**config.mk**
```make
export PLATFORM = sky130hd
export DESIGN_NAME = vu_meter_multi_peak_flat
export DESIGN_NICKNAME = d
export VERILOG_FILES = /design/src/rtl/vu_meter_multi_peak_if.sv /design/src/rtl/vu_meter_multi_peak.sv /design/src/flat_wrapper.sv
export SDC_FILE = /design/constraint.sdc
export NUM_CORES = 1
export LEC_CHECK = 0
export CAP_MARGIN = 10
export CORE_UTILIZATION = 25
export DETAILED_ROUTE_END_ITERATION = 12
export PLACE_DENSITY_LB_ADDON = 0.08
export SKIP_CTS_REPAIR_TIMING = 1
export SLEW_MARGIN = 20
export SYNTH_ARGS = -nofsm -noshare
export SYNTH_HDL_FRONTEND = slang
export SYNTH_SLANG_ARGS = --single-unit
```
**constraint.sdc**
```tcl
create_clock -name clk_i -period 15.1 [get_ports clk_i]
set_input_delay 3.02 -clock clk_i [delete_from_list [all_inputs] [get_ports clk_i]]
set_output_delay 3.02 -clock clk_i [all_outputs]
set_load 0.05 [all_outputs]
```
**src/rtl/vu_meter_multi_peak_if.sv**
```systemverilog
// Sample-in / display-out bundle for the multi-channel VU meter.
// The master drives samples and the mode; the slave (meter) drives LEDs and clip flags.
interface vu_meter_multi_peak_if #(
  parameter int NUM_CH   = 2,
  parameter int SAMPLE_W = 24,
  parameter int NUM_LEDS = 8
);
  logic                         sample_stb_i;
  logic [NUM_CH*SAMPLE_W-1:0]   samples_i;
  logic                         dot_mode_i;
  logic [NUM_CH*NUM_LEDS-1:0]   leds_o;
  logic [NUM_CH-1:0]            clip_o;

  modport master (
    output sample_stb_i, samples_i, dot_mode_i,
    input  leds_o, clip_o
  );

  modport slave (
    input  sample_stb_i, samples_i, dot_mode_i,
    output leds_o, clip_o
  );
endinterface

```
**src/rtl/vu_meter_multi_peak.sv**
```systemverilog
// Multi-channel log-scale VU meter: per-channel envelope, LED bar with peak-hold dot, clip flag.
// Envelope and clip update on the strobe edge; LEDs refresh the cycle after a divider tick; no backpressure.
module vu_meter_multi_peak #(
  parameter int NUM_CH          = 2,
  parameter int SAMPLE_W        = 24,
  parameter int NUM_LEDS        = 8,
  parameter int ATTACK_SHIFT    = 0,
  parameter int DECAY_SHIFT     = 11,
  parameter int TH_BASE         = 16,
  parameter int TH_STEP_SHIFT   = 2,
  parameter int HOLD_TICKS      = 25,
  parameter int CLIP_TH         = (1 << (SAMPLE_W - 1)) - 1024,
  parameter int CLIP_HOLD_TICKS = 50,
  parameter int LED_DIV         = 540000
) (
  input  logic                 clk_i,
  input  logic                 rst_i,
  vu_meter_multi_peak_if.slave bus
);

  localparam int MAG_W   = SAMPLE_W - 1;
  localparam int CNT_W   = $clog2(NUM_LEDS + 1);
  localparam int HOLD_W  = (HOLD_TICKS > 0) ? $clog2(HOLD_TICKS + 1) : 1;
  localparam int CLIPC_W = (CLIP_HOLD_TICKS > 0) ? $clog2(CLIP_HOLD_TICKS + 1) : 1;
  localparam int DIV_W   = (LED_DIV > 1) ? $clog2(LED_DIV) : 1;

  localparam logic [MAG_W-1:0]   CLIP_TH_M = MAG_W'(CLIP_TH);
  localparam logic [DIV_W-1:0]   DIV_LAST  = DIV_W'(LED_DIV - 1);
  localparam logic [HOLD_W-1:0]  HOLD_INIT = HOLD_W'(HOLD_TICKS);
  localparam logic [CLIPC_W-1:0] CLIP_INIT = CLIPC_W'(CLIP_HOLD_TICKS);

  // Full-scale negative has no positive twin, so it saturates to all ones.
  function automatic logic [MAG_W-1:0] mag_of(input logic [SAMPLE_W-1:0] s);
    logic [MAG_W-1:0] lo;
    lo = s[MAG_W-1:0];
    if (!s[SAMPLE_W-1]) return lo;
    if (lo == '0) return '1;
    return ~lo + 1'b1;
  endfunction

  // Thresholds past 32 shift bits are far beyond any sample, so clamp them to unreachable.
  function automatic logic [63:0] th_val(input int k);
    int sh;
    sh = k * TH_STEP_SHIFT;
    if (sh >= 32) return {64{1'b1}};
    return 64'(TH_BASE) << sh;
  endfunction

  function automatic logic [CNT_W-1:0] cnt_of(input logic [MAG_W-1:0] lvl);
    logic [CNT_W-1:0] n;
    n = '0;
    for (int k = 0; k < NUM_LEDS; k++) begin
      if (64'(lvl) >= th_val(k)) n = n + 1'b1;
    end
    return n;
  endfunction

  // Minimum step of one keeps both attack and release moving until they meet their target.
  function automatic logic [MAG_W-1:0] level_next(input logic [MAG_W-1:0] lvl,
                                                  input logic [MAG_W-1:0] m);
    logic [MAG_W-1:0] step;
    if (m > lvl) begin
      step = (m - lvl) >> ATTACK_SHIFT;
      if (step == '0) step = MAG_W'(1);
      return lvl + step;
    end
    if (lvl != '0) begin
      step = lvl >> DECAY_SHIFT;
      if (step == '0) step = MAG_W'(1);
      return lvl - step;
    end
    return lvl;
  endfunction

  logic [DIV_W-1:0]               div_q, div_d;
  logic                           tick;
  logic [MAG_W-1:0]               mag     [NUM_CH];
  logic [CNT_W-1:0]               cnt     [NUM_CH];
  logic [MAG_W-1:0]               level_q [NUM_CH];
  logic [MAG_W-1:0]               level_d [NUM_CH];
  logic [CNT_W-1:0]               peak_q  [NUM_CH];
  logic [CNT_W-1:0]               peak_d  [NUM_CH];
  logic [HOLD_W-1:0]              hold_q  [NUM_CH];
  logic [HOLD_W-1:0]              hold_d  [NUM_CH];
  logic [CLIPC_W-1:0]             clipc_q [NUM_CH];
  logic [CLIPC_W-1:0]             clipc_d [NUM_CH];
  logic [NUM_CH-1:0]              clip_q, clip_d;
  logic [NUM_CH-1:0][NUM_LEDS-1:0] leds_q, leds_d;

  always_comb begin
    tick   = (div_q == DIV_LAST);
    div_d  = tick ? '0 : div_q + 1'b1;
    clip_d = clip_q;
    leds_d = leds_q;
    for (int c = 0; c < NUM_CH; c++) begin
      mag[c]     = mag_of(bus.samples_i[c*SAMPLE_W +: SAMPLE_W]);
      cnt[c]     = cnt_of(level_q[c]);
      level_d[c] = bus.sample_stb_i ? level_next(level_q[c], mag[c]) : level_q[c];
      peak_d[c]  = peak_q[c];
      hold_d[c]  = hold_q[c];
      clipc_d[c] = clipc_q[c];

      // Display and peak both sample the pre-update level and the current peak register.
      if (tick) begin
        if (cnt[c] >= peak_q[c]) begin
          peak_d[c] = cnt[c];
          hold_d[c] = HOLD_INIT;
        end else if (hold_q[c] != '0) begin
          hold_d[c] = hold_q[c] - 1'b1;
        end else begin
          peak_d[c] = peak_q[c] - 1'b1;
        end
        for (int k = 0; k < NUM_LEDS; k++) begin
          leds_d[c][k] = (!bus.dot_mode_i && (CNT_W'(k) < cnt[c])) ||
                         (CNT_W'(k + 1) == peak_q[c]);
        end
      end

      if (bus.sample_stb_i && (mag[c] >= CLIP_TH_M)) begin
        clip_d[c]  = 1'b1;
        clipc_d[c] = CLIP_INIT;
      end else if (tick && (clipc_q[c] != '0)) begin
        clipc_d[c] = clipc_q[c] - 1'b1;
        if (clipc_q[c] == CLIPC_W'(1)) clip_d[c] = 1'b0;
      end
    end
  end

  always_ff @(posedge clk_i) begin
    if (rst_i) begin
      div_q   <= '0;
      level_q <= '{default: '0};
      peak_q  <= '{default: '0};
      hold_q  <= '{default: '0};
      clipc_q <= '{default: '0};
      clip_q  <= '0;
      leds_q  <= '0;
    end else begin
      div_q   <= div_d;
      level_q <= level_d;
      peak_q  <= peak_d;
      hold_q  <= hold_d;
      clipc_q <= clipc_d;
      clip_q  <= clip_d;
      leds_q  <= leds_d;
    end
  end

  assign bus.leds_o = leds_q;
  assign bus.clip_o = clip_q;

endmodule

```
**src/flat_wrapper.sv**
```systemverilog
// flat-port wrapper written by rule: the top's interface ports become plain ports
module vu_meter_multi_peak_flat 
#(
  parameter int NUM_CH          = 2,
  parameter int SAMPLE_W        = 24,
  parameter int NUM_LEDS        = 8,
  parameter int ATTACK_SHIFT    = 0,
  parameter int DECAY_SHIFT     = 11,
  parameter int TH_BASE         = 16,
  parameter int TH_STEP_SHIFT   = 2,
  parameter int HOLD_TICKS      = 25,
  parameter int CLIP_TH         = (1 << (SAMPLE_W - 1)) - 1024,
  parameter int CLIP_HOLD_TICKS = 50,
  parameter int LED_DIV         = 540000
)
  (clk_i, rst_i, bus_sample_stb_i, bus_samples_i, bus_dot_mode_i, bus_leds_o, bus_clip_o);
  vu_meter_multi_peak_if #(.NUM_CH(NUM_CH), .SAMPLE_W(SAMPLE_W), .NUM_LEDS(NUM_LEDS)) bus_i ();
  input  logic clk_i;
  input  logic rst_i;
  input wire logic [$bits(bus_i.sample_stb_i)-1:0] bus_sample_stb_i;
  input wire logic [$bits(bus_i.samples_i)-1:0] bus_samples_i;
  input wire logic [$bits(bus_i.dot_mode_i)-1:0] bus_dot_mode_i;
  output wire logic [$bits(bus_i.leds_o)-1:0] bus_leds_o;
  output wire logic [$bits(bus_i.clip_o)-1:0] bus_clip_o;
  assign bus_i.sample_stb_i = bus_sample_stb_i;
  assign bus_i.samples_i = bus_samples_i;
  assign bus_i.dot_mode_i = bus_dot_mode_i;
  assign bus_leds_o = bus_i.leds_o;
  assign bus_clip_o = bus_i.clip_o;
  vu_meter_multi_peak #(.NUM_CH(NUM_CH), .SAMPLE_W(SAMPLE_W), .NUM_LEDS(NUM_LEDS), .ATTACK_SHIFT(ATTACK_SHIFT), .DECAY_SHIFT(DECAY_SHIFT), .TH_BASE(TH_BASE), .TH_STEP_SHIFT(TH_STEP_SHIFT), .HOLD_TICKS(HOLD_TICKS), .CLIP_TH(CLIP_TH), .CLIP_HOLD_TICKS(CLIP_HOLD_TICKS), .LED_DIV(LED_DIV)) u_core (.clk_i(clk_i), .rst_i(rst_i), .bus(bus_i));
endmodule
```
**Yosys cells after proc, flatten, opt, wreduce, memory -nomap -nowiden**

Index checks and enable logic that the tools add are counted.

- Input port bits: 52
- Register bits after elaboration: 114
- Word-level logic and storage cells: 243

- Muxes and demuxes: 70
- Reduce and logical (&&, ||, !) cells: 68
- Magnitude comparators: 38
- Add/sub/neg operators: 29
- Bitwise logic cells: 2
- Equal/unequal tests: 21

Operators with widths:

| cell | number |
|---|---|
| $mux W23 | 24 |
| $logic_not A23 Y1 | 6 |
| $sub A23 B23 Y23 | 4 |
| $mux W4 | 18 |
| $add A4 B1 Y4 const B | 12 |
| $add A23 B1 Y23 const B | 2 |
| $add A23 B23 Y23 | 2 |
| $ge A23 B11 Y1 const B | 2 |
| $ge A23 B13 Y1 const B | 2 |
| $ge A23 B15 Y1 const B | 2 |
| $ge A23 B17 Y1 const B | 2 |
| $ge A23 B19 Y1 const B | 2 |
| $ge A23 B23 Y1 const B | 2 |
| $ge A23 B5 Y1 const B | 2 |
| $ge A23 B7 Y1 const B | 2 |
| $ge A23 B9 Y1 const B | 2 |
| $gt A23 B23 Y1 | 2 |
| $not A23 Y23 | 2 |
| $reduce_bool A23 Y1 | 2 |
| $eq A3 B4 Y1 const A | 8 |
| $lt A3 B4 Y1 const A | 8 |
| $mux W12 | 2 |
| $mux W6 | 4 |
| $add A20 B1 Y20 const B | 1 |
| 23 further kinds | 113 |

**Longest topological paths before layout**

Gate-level depths: netlist of run 1.

- Word-level depth: 19
- Mapped depth: 37
- Mapped depth without buffers: 35

**Worst setup path before layout of run 1**

Ideal clock, no wire load.

- Path type: in2reg
- From: in bus_samples_i[27]
- To: reg u_core.level_q[22] (netlist name)
- Slack: 4,647 ps
- Arrival: 10,332 ps
- Path buffers: 1
- Setup time: 121 ps
- Cell stages on the path: 32
- Cell sequence: or4_1 > or3_4 > or3_4 > or3_4 > or4_4 > buf_6 > o21ai_0 > inv_1 > ha_1 > fa_1 > nor2b_1 > o31a_1 > o2111a_1 > o211ai_1 > nor4b_1 > or4_1 > nor2_1 > nand4_1 > a21o_1 > fa_1 > nor2b_1 > o21a_1 > o21ai_0 > a31oi_1 > o41ai_1 > nand4_1 > a31oi_1 > o21ai_0 > mux2i_1 > a31oi_1 > a41oi_1 > mux2_2

- Cells in the longest elaborated chain, start to end: 14

RTL lines:

| element | line | source |
|---|---|---|
| start, declared | flat_wrapper.sv:21 | `input wire logic [$bits(bus_i.samples_i)-1:0] bus_samples_i;` |
| branches (longest 4 deep; another with $add A23 B1 Y23) | - |  |
| $mux W23 (*) | vu_meter_multi_peak.sv:37 | `if (lo == '0) return '1;` |
| $sub A23 B23 Y23 | vu_meter_multi_peak.sv:63 | `step = (m - lvl) >> ATTACK_SHIFT;` |
| $logic_not A23 Y1 | vu_meter_multi_peak.sv:64 | `if (step == '0) step = MAG_W'(1);` |
| $mux W23 | vu_meter_multi_peak.sv:64 |  |
| $mux W23 | vu_meter_multi_peak.sv:62 | `if (m > lvl) begin` |
| $add A23 B23 Y23 | vu_meter_multi_peak.sv:65 | `return lvl + step;` |
| $mux W23 | vu_meter_multi_peak.sv:62 |  |
| $mux W23 | vu_meter_multi_peak.sv:67 | `if (lvl != '0) begin` |
| $mux W23 | vu_meter_multi_peak.sv:72 | `return lvl;` |
| $mux W23 | vu_meter_multi_peak.sv:67 |  |
| end signal, assigned | vu_meter_multi_peak.sv:140 | `level_q <= level_d;` |
| end, declared | vu_meter_multi_peak.sv:79 | `logic [MAG_W-1:0] level_q [NUM_CH];` |

Every way passes the cells marked *. The select of a mux whose other input is x is not followed.
A chain may end at the register's enable or synchronous reset.

**Worst setup path in the final report of run 1**

- From: in bus_samples_i[0]
- To: reg u_core.level_q[45] (netlist name)

The elaborated chain is that of the path after synthesis.

==> out/results.env, run 1 <==
OUTCOME='finished, final reports clean'
GLOBAL_ROUTE.USAGE.TOTAL_PCT=16.5
FIN_CRIT_NS=12.01
DOMINANTREGCELLSYNTH='sky130_fd_sc_hd__dfxtp_1'
CTS.ROOT.BUFFER_CELL='sky130_fd_sc_hd__clkbuf_16'
FIN_NETS=2318
NUMBER_OF_FILL_CELLS=6161
YOSYS_WARNINGS=0
HOLD_PATH.CLASS='reg -> reg'
ANTENNA-DIODE-COUNT=0
ROUTED_VIA_DENSITY=5.24
WIRE_LENGTH_OF_THE_FIRST_GLOBAL_ROUTING_PASS_MM=78.1
CRIT_FANOUT=18
HTREEDEPTH=4
SYNTH.AVG_CELL_AREA_SQ_UM=6.95
MAXIMUM_NUMBER_OF_PINS_ON_ONE_NET_BEFORE_GLOBAL_ROUTE_REPAIR=66
CP_SLOWEST_CELL='sky130_fd_sc_hd__a2111oi_0'
GLOBAL_ROUTE.OVERFLOW_TOTAL=0
WORST-R2R-SETUP-SLACK_NS=6.89
MAX_SLEW_MARGIN_PCT=28.5
LAYOUT-DRIVE-GT1-SHARE_PCT=3.96
YS_TYPES=85
NUMCTSBUFFERS=17
AREA_OF_COMBINATIONAL_CELLS_WITH_MULTIPLE_INPUTS_SQ_UM=11300
ROUTED_WIRE_LENGTH_PER_INSTANCE_UM=17.3
REMAINING_DRC_ERRORS=0
ANTENNA_VIOLATIONS_BEFORE_REPAIR=0
FLOORPLAN.DIE.WIDTH_UM=242
TIMING_MAX_TRANSITION_VIOLATIONS_FINAL=0
PLACEMENT.IO_BUFFERS=69
NUMBER_OF_SYNTHESIZED_FLOPS_WITH_AN_ENABLE_PIN=0
GRT_SETUP_UNREPAIRED='no'
CLOCK-SKEW-FINAL_NS=0.0139
HOLD_PATH_END='u_core.div_q[0]'
GRT_PASS1_VIAS=14000
FINAL-SETUP-VIOL-COUNT=0
CLOCK_LATENCY_NS=0.44
POSTSYNTHREGISTERBITS=114
MAXCLOCKFREQUENCY_MHz=83.3
FRACTION_OF_THE_YOSYS_AREA_TAKEN_BY_SEQUENTIAL_CELLS_PCT=15.8
DRTPASS1ITERATIONS=7
DRTITER0DRC=1011
CP.ARRIVAL_NS=12.29
WORSTSETUPENDPOINTTYPE='register'
HOLD_SP='u_core.div_q[0]'
BOUNDARYPINS=70
WHS_PATH_DEPTH=1
FF_LATCH_AREA_SQ_UM=2280
DIE_HEIGHT_UM=242
ROUTE.VIAS.TOTAL=15100
FIN_WORST_HOLD_SLACK_NS=0.470
CP_SLOWEST_STAGE_DELAY_NS=0.72
STARTING_DENSITY_OF_THE_CORE_PCT=25.4
CRITICAL_PATH_REQUIRED_NS=15.38
SETUP.WORST_PATH.START_CLASS='input pin'
GP_ROUTABILITY_CONGESTION=0.866
POSTROUTEWIRELENGTH_MM=49.7
DESIGN.DIE.AREA_SQ_UM=58700
ASYNC_FLOP_SHARE_PCT=0
CLOCK_SINKS=114
LEADING_CELL_TYPE_IN_THE_LAYOUT_FILL_AND_TAPS_EXCLUDED='sky130_fd_sc_hd__o21ai_0'
SYN_INST=2075
WORSTREG2REGEND='u_core.peak_q[5]'
SYN_NETS=2286
PERIOD_SHARE_PCT=79.5
LAYOUT_COMMON_CELLS='192 x sky130_fd_sc_hd__o21ai_0, 191 x sky130_fd_sc_hd__nor2_1, 191 x sky130_fd_sc_hd__a21oi_1, 185 x sky130_fd_sc_hd__nand2_1, 157 x sky130_fd_sc_hd__inv_1'
FF2FF_PATH_DEPTH=30
CATEGORY_OF_THE_MOST_CRITICAL_SETUP_PATH='in -> reg'
AREAGROWTHSYNTHTOFINISH_PCT=14.9
CLOCK_PATH_BUFFERS=2
MAXCAPVIOLCOUNT=0
FLOORPLAN.ROWS=87
CRITICAL-PATH-TOP-CELL-BY-COUNT='sky130_fd_sc_hd__o21ai_0'
SETUP_TOTAL_NEGATIVE_SLACK_NS=0
TRITONCTS='done'
TIGHTEST_SLEW_NS=1.06
NETLIST_AREA_SQ_UM=14400
CTS.REPORTEDPATHS.CLKPINSLEW_NS=0.05
REPORT.FINAL.HOLD_VIOL_COUNT=0
HPWL_MM=39.6
LAUNCHING_POINT_OF_THE_WORST_REG2REG_PATH='u_core.level_q[42]'
DESIGN.CORE.AREA_SQ_UM=56700
POST_DRT_ANTENNA_NETS=0
-- registers in the layout, indices dropped and copies added (netlist names) --
name	flops
u_core.bus.clip_o	2
u_core.bus.leds_o	16
u_core.clipc_q	12
u_core.div_q	20
u_core.hold_q	10
u_core.level_q	46
u_core.peak_q	8
-- metal layers --
metal  vias up  wire (um)  global-route usage, %
met5         -          0                      0
met4         0        537                   3.57
met3        26       1510                   1.11
met2       272      21900                   26.5
met1      7101      25800                   23.9
li1       7679          -                      -
-- through the flow --
stage	setup slack, ns	std cells	cell area (sq um)	util (%)
detailed placement	2.68	2844	15900	28.1
finish	3.09	2876	16600	29.2
global placement	2.89	2844	15900	28.1
CTS	3.06	2876	16600	29.2
floorplan	4.65	2075	14400	-
global route	2.15	2876	16600	29.2
-- kinds of logic after synthesis --
group,share of synthesized area (%)
flip-flops,15.8
buffers and inverters,6.11
AND/OR/NAND/NOR,25.2
adder cells (fa/ha/maj),14.1
AO/OA/AOI/OAI,30.9
XOR/XNOR,7.16
multiplexers,0.720
-- worst max-delay path: cells and delay by family --
family | cells | cell delay (ns)
buf+inv | 3 | 0.90
compound gates | 17 | 4.03
fa+ha+maj | 3 | 0.93
xor+xnor | 1 | 0.17
simple gates | 11 | 3.22
-- worst max-delay path by stage --
stage / cells after the start / slack (ns) / startpoint / to
after floorplan: 32 / 4.65 / bus_samples_i[27] / u_core.level_q[22]
after detailed placement: 37 / 2.68 / bus_samples_i[0] / u_core.level_q[45]
after global routing: 35 / 2.15 / bus_samples_i[0] / u_core.level_q[45]
final: 35 / 3.09 / bus_samples_i[0] / u_core.level_q[45]
after global placement: 36 / 2.89 / bus_samples_i[0] / u_core.level_q[45]
after CTS: 37 / 3.06 / bus_samples_i[0] / u_core.level_q[45]
-- cell usage after synthesis, drive strengths merged, types with 8 or more instances --
cell type,n,share of area (%)
nor2b,27,1.2
nand2b,22,0.95
a221oi,10,0.61
a21o,49,2.5
nand3,55,1.9
a22oi,13,0.68
nor4,28,1.3
o21ai,198,6.9
a211oi,33,1.7
a311oi,9,0.55
o22ai,14,0.61
clkbuf,68,1.8
o31a,9,0.55
a21boi,11,0.57
a21oi,192,6.7
xor2,51,3.1
nand2,186,4.9
o21a,27,1.4
o31ai,8,0.42
nor2,192,5.0
inv,157,4.1
xnor2,67,4.1
and2,9,0.39
or4,10,0.55
or3,42,1.9
nand4,37,1.6
o41ai,10,0.61
a31oi,37,1.7
dfxtp,114,16
and3,19,0.82
o211ai,12,0.62
nor3,66,2.4
ha,153,13
o21bai,15,0.78
-- final cells by class --
cell class	instances	share of cell area, %
tap	756	5.70
inverter	157	3.55
clock buffer	23	2.94
sequential	114	13.8
multi-input combinational	1729	68.0
timing repair buffer	88	4.99
clock inverter	9	1.05
Power of run 1 is not shown: default switching activity piles up to over one toggle a cycle in this logic, so the estimate is an artifact.
==> run 2: changes to the inputs <==
==> constraint.sdc (replaced) <==
create_clock -name clk_i -period 11.9 [get_ports clk_i]
set_input_delay 2.38 -clock clk_i [delete_from_list [all_inputs] [get_ports clk_i]]
set_output_delay 2.38 -clock clk_i [all_outputs]
set_load 0.05 [all_outputs]
==> run 2 against run 1 <==
  * Final area decreased by 0.33%
  * Clock-buffer cell count rose by 2
  * Utilization shrank 0.097 points
  * Largest cell class unchanged
==> out/results.env, run 2 (synthesis gave the netlist of run 1 again) <==
OUTCOME='finished, final reports clean'
POST-PLACE-CELLS=2851
STDCELL_COUNT=2883
WIRE_LENGTH_OF_THE_FIRST_GLOBAL_ROUTING_PASS_MM=80.1
REMAINING_DRC_ERRORS=0
CP.ARRIVAL_NS=11.41
LAYOUT-DRIVE-GT1-SHARE_PCT=4.18
LARGEST_REG_FLOPS=46
GLOBAL_ROUTE.OVERFLOW_TOTAL=0
HOLD_PATH_END='u_core.bus.clip_o[0]'
CP_SLOWEST_STAGE_DELAY_NS=0.60
MAXCLOCKFREQUENCY_MHz=90.2
ANTENNA-DIODE-COUNT=0
SETUP.WORST_PATH.START_CLASS='input pin'
DIE_HEIGHT_UM=242
CLOCK_PATH_BUFFERS=2
POSTROUTEWIRELENGTH_MM=50.3
TIMING_MAX_TRANSITION_VIOLATIONS_FINAL=0
FLOORPLAN.DIE.WIDTH_UM=242
CLOCK_SINKS=114
CLOCK_LATENCY_NS=0.44
CLOCK-SKEW-FINAL_NS=0.00847
FIN_NETS=2326
FIN_CRIT_NS=11.08
GLOBAL_ROUTE.USAGE.TOTAL_PCT=16.9
AREAGROWTHSYNTHTOFINISH_PCT=14.6
GRT_PASS1_VIAS=14500
ROUTED_WIRE_LENGTH_PER_INSTANCE_UM=17.4
TRITONCTS='done'
WORST-PATH-BUF-INV=3
MAX_SLEW_MARGIN_PCT=32.4
FF2FF_PATH_DEPTH=29
GP_ROUTABILITY_CONGESTION=0.853
PLACEMENT.IO_BUFFERS=69
POST_DRT_ANTENNA_NETS=0
TIGHTEST_SLEW_NS=1.01
ROUTE.VIAS.TOTAL=15300
MAX_FLOP_REGISTER='u_core.level_q'
CPLARGESTDELAYFAMILY='simple AND/OR/NAND/NOR gates'
CRIT_FANOUT=11
HTREEDEPTH=4
CRITICAL_PATH_REQUIRED_NS=12.23
DRTITER0DRC=962
FINAL-SETUP-VIOL-COUNT=0
HPWL_MM=40.0
WORST-R2R-SETUP-SLACK_NS=3.73
LEADING_CELL_TYPE_IN_THE_LAYOUT_FILL_AND_TAPS_EXCLUDED='sky130_fd_sc_hd__o21ai_0'
GRT_SETUP_UNREPAIRED='no'
HOLD_SP='u_core.bus.clip_o[0]'
CTS.ROOT.BUFFER_CELL='sky130_fd_sc_hd__clkbuf_16'
DESIGN.DIE.AREA_SQ_UM=58700
BOUNDARYPINS=70
DRTPASS1ITERATIONS=5
ROUTED_VIA_DENSITY=5.30
LAYOUT_COMMON_CELLS='192 x sky130_fd_sc_hd__o21ai_0, 191 x sky130_fd_sc_hd__nor2_1, 191 x sky130_fd_sc_hd__a21oi_1, 185 x sky130_fd_sc_hd__nand2_1, 157 x sky130_fd_sc_hd__inv_1'
PERIOD_SHARE_PCT=93.1
FLOORPLAN.ROWS=87
SETUP_TOTAL_NEGATIVE_SLACK_NS=0
LAUNCHING_POINT_OF_THE_WORST_REG2REG_PATH='u_core.level_q[19]'
MAXCAPVIOLCOUNT=0
REPORT.FINAL.HOLD_VIOL_COUNT=0
CP_SLOWEST_CELL='sky130_fd_sc_hd__or4_1'
NUMCTSBUFFERS=17
ANTENNA_VIOLATIONS_BEFORE_REPAIR=0
STARTING_DENSITY_OF_THE_CORE_PCT=25.4
CTS.REPORTEDPATHS.CLKPINSLEW_NS=0.06
HOLD_PATH.CLASS='reg -> reg'
CATEGORY_OF_THE_MOST_CRITICAL_SETUP_PATH='in -> reg'
WHS_PATH_DEPTH=2
MAXIMUM_NUMBER_OF_PINS_ON_ONE_NET_BEFORE_GLOBAL_ROUTE_REPAIR=66
WORSTSETUPENDPOINTTYPE='register'
DESIGN.CORE.AREA_SQ_UM=56700
WORSTREG2REGEND='u_core.hold_q[1]'
## run 2: worst max-delay path by stage
stage                                  from                  to  slack (ns)  cells past startpoint
final                     bus_samples_i[27]  u_core.level_q[22]        0.82                     33
after CTS                  bus_samples_i[0]  u_core.level_q[45]        0.53                     38
after global routing       bus_samples_i[0]  u_core.level_q[45]       0.007                     37
after global placement     bus_samples_i[0]  u_core.level_q[45]        0.07                     37
after detailed placement   bus_samples_i[0]  u_core.level_q[45]        0.11                     38
after floorplan           bus_samples_i[27]  u_core.level_q[22]        2.09                     32
## run 2: metrics by stage
step	worst slack [ns]	area, sq um	hold slack (ns)	utilization [%]
floorplan	2.09	14400	0.430	-
detailed placement	0.109	16000	0.452	28.2
global placement	0.0678	16000	0.449	28.2
CTS	0.527	16500	0.459	29.1
finish	0.818	16500	0.452	29.1
global route	0.00746	16500	0.478	29.1
## run 2: layout make-up
cell class              instances  area, sq um
clock buffers                  25          485
clock inverters                 6         55.1
fillers                      6285        40200
inverters                     157          589
multi-input cells            1729        11300
flip-flops and latches        114         2280
well taps                     756          946
repair buffers                 96          888
## run 2: tightest hold or removal path: cells and delay by family, from the launching register on
kind	cells	cell delay (ns)
flip-flops	1	0.30
AND/OR/NAND/NOR	1	0.05
AO/OA/AOI/OAI	1	0.05
## run 2: routing by layer
layer	up-vias	wire, um	GRT usage, %
li1	7702	-	-
met1	7222	25700	24.5
met2	320	21900	26.5
met3	46	1770	1.26
met4	0	915	4.97
met5	-	0	0
Power of run 2 is left out for the same reason.
